**src/rtl/cook_sequencer.sv**
```systemverilog
// cook_sequencer: microwave cook FSM. Gates keypad digits into the BCD timer,
// runs/pauses/stops the countdown, duty-cycles the magnetron by power level and
// drives the end-of-cook beep. All outputs are registered.
// Optional feature: define QUICK_START_EN to let start in IDLE load 0:30 and cook.
module cook_sequencer #(
    parameter int POWER_DEFAULT  = 10,
    parameter int DONE_BEEP_SECS = 3,
    parameter int MAX_DIGITS     = 3
) (
    input  logic       clock,
    input  logic       clearn,
    input  logic [9:0] keypad,
    input  logic       startn,
    input  logic       stopn,
    input  logic       powern,
    input  logic       door_closed,
    input  logic       tick_1hz,
    input  logic       timer_zero,
    output logic [3:0] digit_bcd,
    output logic       digit_loadn,
    output logic       timer_clearn,
    output logic       timer_en,
    output logic       mag_on,
    output logic [3:0] power_level,
    output logic       done_beep,
    output logic [2:0] state
);

    typedef enum logic [2:0] {
        S_IDLE   = 3'd0,
        S_ENTRY  = 3'd1,
        S_COOK   = 3'd2,
        S_PAUSED = 3'd3,
        S_DONE   = 3'd4,
        S_QLOAD  = 3'd5
    } state_t;

    localparam int CW = $clog2(MAX_DIGITS + 1);
    localparam int BW = (DONE_BEEP_SECS > 1) ? $clog2(DONE_BEEP_SECS) : 1;

    state_t          cur_state;
    logic [CW-1:0]   digit_count;
    logic [3:0]      duty_cnt;
    logic [BW-1:0]   beep_cnt;
    logic            prev_startn;
    logic            prev_stopn;
    logic            prev_powern;
    logic [9:0]      prev_keypad;
`ifdef QUICK_START_EN
    logic [1:0]      qload_step;
`endif

    logic            start_ev;
    logic            stop_ev;
    logic            power_ev;
    logic            key_ev;
    logic            key_onehot;
    logic [3:0]      key_digit;
    logic [3:0]      next_power;

    assign state = cur_state;

    // Edge detection on the sampled front-panel inputs and keypad decode.
    always_comb begin
        key_digit = '0;
        for (int unsigned i = 0; i < 10; i++) begin
            if (keypad[i]) key_digit = 4'(i);
        end
        key_onehot = (keypad != '0) && ((keypad & (keypad - 10'd1)) == '0);
        key_ev     = key_onehot && (prev_keypad == '0);
        start_ev   = prev_startn && !startn;
        stop_ev    = prev_stopn  && !stopn;
        power_ev   = prev_powern && !powern;
        next_power = (power_level <= 4'd1) ? 4'd10 : power_level - 4'd1;
    end

    // Cook FSM; each state branch tests events in stop > door > timer_zero > start > power > key order.
    always_ff @(posedge clock) begin
        if (!clearn) begin
            cur_state    <= S_IDLE;
            power_level  <= 4'(POWER_DEFAULT);
            digit_count  <= '0;
            duty_cnt     <= '0;
            beep_cnt     <= '0;
            digit_bcd    <= '0;
            digit_loadn  <= 1'b1;
            timer_clearn <= 1'b0;
            timer_en     <= 1'b0;
            mag_on       <= 1'b0;
            done_beep    <= 1'b0;
            prev_startn  <= 1'b1;
            prev_stopn   <= 1'b1;
            prev_powern  <= 1'b1;
            prev_keypad  <= '0;
`ifdef QUICK_START_EN
            qload_step   <= '0;
`endif
        end else begin
            prev_startn  <= startn;
            prev_stopn   <= stopn;
            prev_powern  <= powern;
            prev_keypad  <= keypad;
            digit_loadn  <= 1'b1;
            timer_clearn <= 1'b1;
            case (cur_state)
                S_IDLE: begin
`ifdef QUICK_START_EN
                    if (start_ev && door_closed) begin
                        cur_state  <= S_QLOAD;
                        qload_step <= '0;
                    end else
`endif
                    if (power_ev) begin
                        power_level <= next_power;
                    end else if (key_ev) begin
                        digit_bcd   <= key_digit;
                        digit_loadn <= 1'b0;
                        digit_count <= digit_count + 1'b1;
                        cur_state   <= S_ENTRY;
                    end
                end
                S_ENTRY: begin
                    if (stop_ev) begin
                        cur_state    <= S_IDLE;
                        timer_clearn <= 1'b0;
                        digit_count  <= '0;
                    end else if (start_ev && door_closed) begin
                        cur_state <= S_COOK;
                        duty_cnt  <= '0;
                        timer_en  <= 1'b1;
                        mag_on    <= (power_level != 4'd0);
                    end else if (power_ev) begin
                        power_level <= next_power;
                    end else if (key_ev && (digit_count < CW'(MAX_DIGITS))) begin
                        digit_bcd   <= key_digit;
                        digit_loadn <= 1'b0;
                        digit_count <= digit_count + 1'b1;
                    end
                end
                S_COOK: begin
                    if (stop_ev || !door_closed) begin
                        cur_state <= S_PAUSED;
                        timer_en  <= 1'b0;
                        mag_on    <= 1'b0;
                    end else if (timer_zero) begin
                        cur_state <= S_DONE;
                        beep_cnt  <= '0;
                        done_beep <= 1'b1;
                        timer_en  <= 1'b0;
                        mag_on    <= 1'b0;
                    end else begin
                        // mag_on follows the pre-tick duty value, so it lags a duty step by one cycle.
                        mag_on <= (duty_cnt < power_level);
                        if (tick_1hz) duty_cnt <= (duty_cnt == 4'd9) ? 4'd0 : duty_cnt + 4'd1;
                    end
                end
                S_PAUSED: begin
                    if (stop_ev) begin
                        cur_state    <= S_IDLE;
                        timer_clearn <= 1'b0;
                        digit_count  <= '0;
                    end else if (start_ev && door_closed) begin
                        cur_state <= S_COOK;
                        timer_en  <= 1'b1;
                        mag_on    <= (duty_cnt < power_level);
                    end
                end
                S_DONE: begin
                    if (stop_ev || key_ev || !door_closed) begin
                        cur_state   <= S_IDLE;
                        done_beep   <= 1'b0;
                        digit_count <= '0;
                    end else if (tick_1hz) begin
                        if (beep_cnt == BW'(DONE_BEEP_SECS - 1)) begin
                            cur_state   <= S_IDLE;
                            done_beep   <= 1'b0;
                            digit_count <= '0;
                        end else begin
                            beep_cnt <= beep_cnt + 1'b1;
                        end
                    end
                end
`ifdef QUICK_START_EN
                S_QLOAD: begin
                    case (qload_step)
                        2'd0: begin
                            digit_bcd   <= 4'd3;
                            digit_loadn <= 1'b0;
                            qload_step  <= 2'd1;
                        end
                        2'd1: begin
                            digit_bcd   <= 4'd0;
                            digit_loadn <= 1'b0;
                            qload_step  <= 2'd2;
                        end
                        default: begin
                            cur_state <= S_COOK;
                            duty_cnt  <= '0;
                            timer_en  <= 1'b1;
                            mag_on    <= door_closed && (power_level != 4'd0);
                        end
                    endcase
                end
`endif
                default: cur_state <= S_IDLE;
            endcase
        end
    end

endmodule

```
**config.mk**
```make
export PLATFORM = sky130hd
export DESIGN_NAME = cook_sequencer
export DESIGN_NICKNAME = d
export VERILOG_FILES = /design/src/rtl/cook_sequencer.sv
export SDC_FILE = /design/constraint.sdc
export NUM_CORES = 1
export LEC_CHECK = 0
export BUFFER_PORTS_ARGS = -buffer_cell sky130_fd_sc_hd__buf_2
export CAP_MARGIN = 20
export CORE_MARGIN = 5
export CORE_UTILIZATION = 50
export DETAILED_ROUTE_END_ITERATION = 8
export PLACE_DENSITY = 0.87
export SYNTH_ARGS = -nofsm -noshare
export SYNTH_HDL_FRONTEND = slang
export SYNTH_SLANG_ARGS = --single-unit
```
**constraint.sdc**
```tcl
create_clock -name clock -period 2.13 [get_ports clock]
set_clock_uncertainty 0.05 [all_clocks]
set_input_delay 0.3195 -clock clock [delete_from_list [all_inputs] [get_ports clock]]
set_output_delay 0.3195 -clock clock [all_outputs]
set_load 0.005 [all_outputs]
```
==> key figures <==
Timing
  • Worst Tran Pin Value: 536.1 ps
  • Setup violators final: 7
  • Final WS setup: -69.95 ps
  • Final min period: 2200 ps
  • Maximum clock rate: 454.6 MHz
  • RSZ-0062 raised after global routing: true
  • Final worst-path cycle share: 1.033
  • Max Slew Vio Count: 0
  • Max transition margin: 0.6402
  • Hold Fails Final Rpt: 0

Power
  • Pwr Density: 718.5 nW/um2
  • Internal power: 1336 uW
  • Sequential fraction of design power: 0.426
  • P_sw: 470.6 uW
  • Max rail drop VDD: 0.6047 mV
  • Static Leak: 0.001066 uW
  • Clk pwr share: 0.395
  • Switching part of the total: 0.2606
  • Combinational Power Share: 0.178

Logic synthesis
  • Predominant post-synthesis flop cell: dfxtp_1
  • EDFF count, synth: 0
  • Sequential element share of the synthesized area: 0.3716
  • FFs w/ async S/R, synth: 0
  • Yosys warnings: 0
  • Yosys top cell by area: dfxtp_1
  • Flops & latches, synth: 37
  • Top cells by area, synth: dfxtp_1, ha_1, nand2_1
  • Cell variety after synth: 52
  • Count leader, synth: dfxtp_1
  • Post-synth top cells: dfxtp_1, nand2_1, nor2_1
  • Syn Nets: 266
  • Avg Cell Area, Syn: 8.340 um2
  • Post-Syn Instances: 239
  • Yosys top cell area share: 0.3716
  • Cell Area, Synth: 1993 um2

Worst setup path
  • Critical path fanouts, max: 6
  • Crit Path Class: reg2reg
  • Type of origin of the critical path: register
  • Worst Path Required: 2260 ps
  • Critical Path End: beep_cnt[1]
  • Worst r2r path cells: 7
  • R2R Path End: beep_cnt[1]
  • Worst r2r src: prev_keypad[0]
  • Worst setup EP type: register
  • Reg2reg setup slack: -70 ps
  • Critical path startpoint: prev_keypad[0]
  • Worst Path Arrival: 2330 ps

Placed design
  • Final GP Congestion: 0.8883
  • PortBufs: 33
  • Pre-CTS setup slack: -136.4 ps
  • DP HPWL: 3.575 mm

Route
  • M1 WL: 2.138 mm
  • WL final: 4.985 mm
  • Wirelength per Cell: 14.62 um
  • Met3 wire length: 311 um
  • Antenna viol nets, final: 0
  • First DRT Iteration DRCs: 172
  • Detail Route met2 WL: 2.431 mm
  • Vias: 1913
  • Drt pass-1 iters: 5
  • Top sig layer: met4
  • Vias/cell: 5.610
  • Residual DRC: 0

Global routing
  • Initial antenna violation count: 0
  • Number of global-route vias before repair: 1821
  • First-pass GRT wire length: 8.335 mm
  • GRT Total Usage: 0.1982
  • Global route overflow: 0
  • Largest net degree at the start of global routing: 20

Cells and area
  • Area grow syn2layout: 26.11%
  • Diode count: 0
  • Layout cells sized above 1: 0.2474
  • Fin nets: 317
  • Fin util: 0.6376

Clocking
  • Clk Latency, worst-skew pair: 290 ps
  • Reg clk slew, reported paths: 70 ps
  • # hold bufs at CTS: 0
  • CTS tree: done
  • Clock root cell: clkbuf_8
  • Clk buf depth: 2
  • H-tree Lvls: 2
  • CTS buffer count: 5
  • CTS sink cnt: 37

Floorplan
  • DIE HEIGHT: 73.14 um
  • DIE WIDTH: 73.14 um
  • Core Region: 3943 um2
  • Io pins: 34
  • Rows: 23
  • Starting density of the core: 0.5056
  • Full die area: 5349 um2

Status
  • Failing checks: setup timing
  • Outcome: complete, but fails checks

Worst hold path
  • Hold/Removal Path Class: in2reg

Run
  • Max cap viols: 0
==> layer usage <==
layer,vias to the layer above,global-route usage
li1,958,-
met1,885,0.2532
met2,59,0.3098
met3,11,0.05510
met4,0,0.08811
met5,-,0
==> final cells by class <==
cell class              count  area (um2)
flip-flops and latches     37       740.7
clock inverters             3       65.06
fillers                   316        1429
well taps                  50       62.56
multi-input cells         182        1231
repair buffers             50       292.8
inverters                  14       52.55
clock buffers               5       68.82
==> power groups by stage <==
stage / sequential (uW) / clock, uW / combinational (uW)
6_report: 770 / 714 / 322
5_1_grt: 777 / 763 / 359
4_1_cts: 768 / 727 / 312
3_5_place_dp: 782 / 0 / 297
3_3_place_gp: 780 / 0 / 287
2_1_floorplan: 771 / 0 / 181
==> cell usage in the layout, fill, tap and decap left out, types with 3 or more instances in the layout <==
cell      synthesis  layout
a21boi_0          3       3
a21oi_1          12      12
and2_1           12      12
and3_1            3       3
buf_2             0      33
buf_4             1      17
clkbuf_8          0       5
dfxtp_1          37      37
ha_1              9       9
inv_1            12      12
mux2i_1           4       3
nand2_1          24      24
nand2b_1          5       5
nand3_1           6       6
nand3b_1          3       3
nor2_1           19      17
nor2b_1           7       7
nor3_1            7       7
nor4_1            3       3
o211ai_1          6       6
o21ai_0           8       8
o21ai_1           5       5
o22ai_1           3       3
or3_1             5       5
xnor2_1           5       5
==> per-stage QoR <==
step | setup TNS [ps] | power (uW) | cell area [um2] | std cells | hold slack [ps]
after floorplan | 0 | 952.8 | 1993 | 239 | 371.0
after global placement | -428.3 | 1067 | 2307 | 331 | 386.6
after detailed placement | -949.9 | 1079 | 2307 | 331 | 414.9
after CTS | -301.1 | 1808 | 2491 | 340 | 173.2
after global routing | -1293 | 1899 | 2514 | 341 | 191.5
final | -324.5 | 1806 | 2514 | 341 | 175.3
==> state kept, by name, indices dropped and copies added, names as in the netlist <==
register      flops
beep_cnt          2
digit_bcd         4
digit_count       2
digit_loadn       1
done_beep         1
duty_cnt          4
mag_on            1
power_level       4
prev_keypad      10
prev_powern       1
prev_startn       1
prev_stopn        1
state             3
timer_clearn      1
timer_en          1
==> worst min path at each step <==
stage               slack [ps]    from  cells after the start     endpoint
finish                     180  startn                      2  prev_startn
global route               190  startn                      2  prev_startn
CTS                        170  startn                      2  prev_startn
detailed placement         410  mag_on                      2       mag_on
global placement           390  mag_on                      2       mag_on
floorplan                  370  powern                      1  prev_powern
==> repair_timing <==
action	4_1_cts	5_1_grt
hold endpoints to repair	0	0
pin swaps	4	2
setup endpoints to repair	9	11
resized for setup	8	3
buffers inserted	1	1
==> critical path, stage by stage (launching register included) <==
cell and delay [ps]:
dfxtp_1 300, or4_4 540, a2111oi_4 190, and3_1 220, o211ai_1 110, and2b_4 320
mux2i_4 270, o22ai_1 90
==> cells by family after synthesis <==
family | synth area share
buf+inv | 0.03955
compound gates | 0.2084
mux | 0.02009
flops | 0.3716
fa+ha+maj | 0.05650
simple gates | 0.2775
xor+xnor | 0.02637
No activity file was read; power rests on OpenSTA's default activity.
